**src/rtl/latch_capture_reader.sv**
```systemverilog
// Captures the value held on a level-sensitive latch interface into the clk domain and flags
// unstable closes. Optional 2-flop input synchronizers are enabled with LATCH_RD_SYNC_EN.
module latch_capture_reader #(
    parameter int unsigned WIDTH         = 8,
    parameter int unsigned STABLE_CYCLES = 4,
    parameter int unsigned CNT_W         = 8
) (
    input  logic             clk,
    input  logic             rst_n,
    input  logic [WIDTH-1:0] d,
    input  logic             en,
    output logic [WIDTH-1:0] q,
    output logic             q_valid,
    output logic             glitch,
    output logic             busy,
    output logic [CNT_W-1:0] update_cnt
);

    // Sized so that STABLE_CYCLES-1 always fits, including STABLE_CYCLES == 1.
    localparam int unsigned SW = $clog2(STABLE_CYCLES + 1);
    localparam logic [SW-1:0] StabLast = SW'(STABLE_CYCLES - 1);

    typedef enum logic [1:0] {
        StIdle,
        StOpen,
        StStable
    } state_e;

    logic [WIDTH-1:0] d_s;
    logic             en_s;

`ifdef LATCH_RD_SYNC_EN
    logic [WIDTH-1:0] d_m_d, d_m_q, d_s_d, d_s_q;
    logic             en_m_d, en_m_q, en_s_d, en_s_q;

    always_comb begin
        d_m_d  = d;
        d_s_d  = d_m_q;
        en_m_d = en;
        en_s_d = en_m_q;
    end

    always_ff @(posedge clk) begin
        if (!rst_n) begin
            d_m_q  <= '0;
            d_s_q  <= '0;
            en_m_q <= 1'b0;
            en_s_q <= 1'b0;
        end else begin
            d_m_q  <= d_m_d;
            d_s_q  <= d_s_d;
            en_m_q <= en_m_d;
            en_s_q <= en_s_d;
        end
    end

    assign d_s  = d_s_q;
    assign en_s = en_s_q;
`else
    assign d_s  = d;
    assign en_s = en;
`endif

    state_e           state_d, state_q;
    logic [WIDTH-1:0] shadow_d, shadow_q;
    logic [SW-1:0]    stab_d, stab_q;
    logic [WIDTH-1:0] q_d, q_q;
    logic             q_valid_d, q_valid_q;
    logic             glitch_d, glitch_q;
    logic             busy_d, busy_q;
    logic [CNT_W-1:0] cnt_d, cnt_q;

    always_comb begin
        state_d   = state_q;
        shadow_d  = shadow_q;
        stab_d    = stab_q;
        q_d       = q_q;
        q_valid_d = 1'b0;
        glitch_d  = 1'b0;
        cnt_d     = cnt_q;

        case (state_q)
            StIdle: begin
                if (en_s) begin
                    state_d  = StOpen;
                    shadow_d = d_s;
                    stab_d   = '0;
                end
            end
            StOpen: begin
                // A close always takes priority over a data change on the same edge.
                if (!en_s) begin
                    state_d  = StIdle;
                    glitch_d = 1'b1;
                end else if (d_s != shadow_q) begin
                    shadow_d = d_s;
                    stab_d   = '0;
                end else if (stab_q == StabLast) begin
                    state_d = StStable;
                end else begin
                    stab_d = stab_q + SW'(1);
                end
            end
            StStable: begin
                if (!en_s) begin
                    state_d   = StIdle;
                    q_d       = shadow_q;
                    q_valid_d = 1'b1;
                    cnt_d     = cnt_q + CNT_W'(1);
                end else if (d_s != shadow_q) begin
                    state_d  = StOpen;
                    shadow_d = d_s;
                    stab_d   = '0;
                end
            end
            default: begin
                state_d = StIdle;
            end
        endcase

        busy_d = (state_d != StIdle);
    end

    always_ff @(posedge clk) begin
        if (!rst_n) begin
            state_q   <= StIdle;
            shadow_q  <= '0;
            stab_q    <= '0;
            q_q       <= '0;
            q_valid_q <= 1'b0;
            glitch_q  <= 1'b0;
            busy_q    <= 1'b0;
            cnt_q     <= '0;
        end else begin
            state_q   <= state_d;
            shadow_q  <= shadow_d;
            stab_q    <= stab_d;
            q_q       <= q_d;
            q_valid_q <= q_valid_d;
            glitch_q  <= glitch_d;
            busy_q    <= busy_d;
            cnt_q     <= cnt_d;
        end
    end

    assign q          = q_q;
    assign q_valid    = q_valid_q;
    assign glitch     = glitch_q;
    assign busy       = busy_q;
    assign update_cnt = cnt_q;

endmodule

```
**config.mk**
```make
export PLATFORM = sky130hd
export DESIGN_NAME = latch_capture_reader
export DESIGN_NICKNAME = d
export VERILOG_FILES = /design/src/rtl/latch_capture_reader.sv
export SDC_FILE = /design/constraint.sdc
export NUM_CORES = 1
export LEC_CHECK = 0
export CAP_MARGIN = 20
export CORE_MARGIN = 8
export CORE_UTILIZATION = 45
export DETAILED_ROUTE_END_ITERATION = 6
export GPL_TIMING_DRIVEN = 0
export HOLD_SLACK_MARGIN = 0.1
export PLACE_DENSITY_LB_ADDON = 0.2
export SLEW_MARGIN = 0
export SYNTH_ARGS = -nofsm -noshare
export SYNTH_HDL_FRONTEND = slang
export SYNTH_SLANG_ARGS = --single-unit
```
**constraint.sdc**
```tcl
create_clock -name clk -period 3.3 [get_ports clk]
set_input_delay 0.66 -clock clk [delete_from_list [all_inputs] [get_ports clk]]
set_output_delay 0.66 -clock clk [all_outputs]
set_load 0.02 [all_outputs]
```
==> results.md, run 1 <==
* Met2 Use GR at 0.231
* TritonRoute pass-1 iters at 4
* Routed len/inst at roughly 13 microns
* Chip Height at ~74 microns
* Final min period at between 2 and 2.5 ns
* Worst setup EP type: register
* Vias in the first global route at between 1,000 and 1,500
* Post-synthesis simple-gate area fraction at 0.218
* Final setup fails at 0
* Top cells by instance count after synthesis: 42 x nand2_1, 32 x dfxtp_1, 14 x a21oi_1, 14 x xor2_1, 10 x nor2_1
* Setup slack at placement at ~0.49 ns
* Synth warnings at 0
* DRT iter0 DRCs at 34
* Synthesized Nets at about 190
* Startpoint Class: input pin
* Synth top area share at 0.426
* DP Area at ~1800 sq um
* Pin count of the biggest net entering global routing at 12
* Vias post-DR at 1,306
* Fin area at around 1900 sq um
* Synth Register Bits at 32
* P per Cell Area at between 400 and 500 nW/um^2
* Remaining DRCs at 0
* First-pass GRT wire length at around 5700 microns
* Hold EP: q[1]
* Setup TNS at 0 ns
* FF-to-FF setup slack at approximately 1.2 ns
* Num CTS Buffers at 5
* Reg-to-reg startpoint: shadow_q[6]
* Post-synthesis sequential area ratio at 0.426
* Num rows at 21
* Final Worst Setup Slack at approximately 0.83 ns
* Clock latency on the worst-skew pair at ~0.34 ns
* Slew of the pin with the lowest slew margin at approximately 0.84 ns
* Async SR Flop Fraction at 0
* VDD IR max at 0.000227 V
* Final wirelength at around 3300 microns
* Power, Total at slightly below 800 uW
* Syn avg cell area at 8.64 sq um
* Compound-cell area share of the yosys netlist at 0.118
* Total core area at around 3300 sq um
* Port buffer count at 28
* Layout cells sized above 1 at 0.0571
* Adder-Cell Fraction of Synth Area at 0.0666
* Main area contributors after synthesis: dfxtp_1 43%, nand2_1 10%, xor2_1 8.2%
* Layout Nets at 228
* Clock root buffer: clkbuf_4
* Hold path cells at 2
* Synth Cell Area at 1500 sq um
* HPWL after detailed placement at ~2600 microns
* Leakage power at about 0.74 nW
* FF-to-FF End: shadow_q[7]
* Crit Path Category: in -> reg
* Post-Syn Instances at ~170
* Clk_skew at about 0.013 ns
* Max H-tree Level at 2
* Hold Startpoint: q[1]
* Initial antenna violation count at 0
* Post-DRT Antenna Nets at 0
* Die width at 73.8 microns
* CTS tree: done
* EDFF count, synth at 0
* Max FO, Critical Path at 8
* Post-synthesis cell type count at 33
* Most frequent cell after synthesis: nand2_1
* Peak Freq at around 400 MHz
* Initial Utilization at 0.458
* Post-Synth XOR/XNOR Area at 0.0874
* Hold buffers post-CTS at 0
* CTS resizes at 0
* Gpl congestion at 0.820
* Clock sink total at 32
* Clk buf depth at 2
* M3 GR Usage at 0.0450
* Via-to-Cell Ratio at 5.10
* Final period utilization at 0.748
* Primary FF master, synth: dfxtp_1
* R2R depth at 4
* Slew headroom at 0.439
* CP arrival at between 2 and 3 ns
* Largest family of logic cells by synthesized area: simple AND/OR/NAND/NOR gates
* N_diodes at 0
* GR met1 Demand/Resource at 0.144
* Clock-pin slew on the worst setup and hold paths at between 0.1 and 0.15 ns
* Die area at 5450 sq um
* Status: finished clean
* Max-Cap Viols at 0
* GRT Total Usage at 0.135
* Synthesis-to-finish area growth at 27.8%
* Max-slew violations at 0
* Critical path data required time at approximately 3.5 ns
* Unrepaired setup endpoints after global routing: false
* Fin. Hold Viols at 0
* Gr ovfl total at 0
* Setup Buffers After CTS at 0
* Mux share of post-synthesis cell area at 0.0532
* Area leader, netlist: dfxtp_1
* Busiest grt layer: met2
* I/O Pins at 30
* Min-delay worst type: reg -> reg
[critical path, cell delays in order]
cell	delay [ns]
clkdlybuf4s50_1	0.45
xor2_1	0.17
nor4_2	0.76
a31oi_2	0.43
mux2i_1	0.21
[power by group]
part | total [mW] | internal, mW | switching (mW) | leakage (nW)
registers | 0.406 | 0.396 | 0.0102 | 0.260
logic | 0.0815 | 0.0353 | 0.0462 | 0.443
clock network | 0.295 | 0.158 | 0.137 | 0.0412
total | 0.783 | 0.589 | 0.193 | 0.744
[registers in the layout, summed over array words and instances, names as in the netlist]
register,count
busy,1
state_q,2
shadow_q,8
q,8
glitch,1
update_cnt,8
stab_q,3
q_valid,1
[metal layers]
layer	wire length, microns	vias up
met3	158	8
met1	1440	608
li1	-	668
met4	70	0
met2	1670	22
met5	0	-
[how the worst max path moves through the flow]
stage,startpoint,endpoint,depth (start not counted)
floorplan,d[7],shadow_q[0],4
global placement,d[6],shadow_q[7],5
detailed placement,d[7],shadow_q[6],5
CTS,d[7],shadow_q[7],5
global route,d[6],shadow_q[6],5
finish,d[6],shadow_q[7],5
[stage by stage]
step / hold WS, ns / util / cells
floorplan: 0.445 / - / 174
global placement: 0.447 / 0.561 / 248
detailed placement: 0.453 / 0.561 / 248
CTS: 0.467 / 0.585 / 256
global route: 0.503 / 0.585 / 256
finish: 0.466 / 0.585 / 256
[layout by cell type, fill, tap and decap left out, types with 3 or more instances in the layout]
| cell type | instances |
|---|---|
| and3_1 | 4 |
| dfxtp_1 | 32 |
| clkbuf_1 | 6 |
| nand3_1 | 3 |
| ha_1 | 8 |
| clkdlybuf4s50_1 | 28 |
| inv_1 | 4 |
| xor2_1 | 14 |
| nand4_1 | 5 |
| a21oi_1 | 14 |
| nor2_1 | 10 |
| clkbuf_4 | 5 |
| mux2i_1 | 8 |
| nand2_1 | 42 |
[area by class of cell]
class | instances | area, sq um
Fill cell | 299 | 1360
Multi-Input combinational cell | 130 | 817
Sequential cell | 32 | 641
Timing Repair Buffer | 28 | 280
Tap cell | 46 | 57.6
Clock inverter | 3 | 42.5
Clock buffer | 5 | 37.5
Buffer | 7 | 27.5
Inverter | 5 | 18.8
[cells by family after synthesis]
family / count (synthesis)
flops: 32
mux: 8
simple gates: 72
buf+inv: 12
xor+xnor: 15
compound gates: 27
fa+ha+maj: 8
Power figures use the tool's default switching activity.
==> run 2: changes to the inputs <==
==> constraint.sdc (replaced) <==
create_clock -name clk -period 2.4 [get_ports clk]
set_input_delay 0.48 -clock clk [delete_from_list [all_inputs] [get_ports clk]]
set_output_delay 0.48 -clock clk [all_outputs]
set_load 0.02 [all_outputs]
==> results of run 2 <==
The final DEF is identical to that of run 1. Status: finished clean.
Main changes from that run: setup slack after placement 0.488 ns -> -0.232 ns; setup slack after layout 0.830 ns -> 0.110 ns; register-to-register setup slack 1.24 ns -> 0.34 ns; total power 0.783 mW -> 1.08 mW; worst IR drop on VDD 0.000227 V -> 0.000313 V
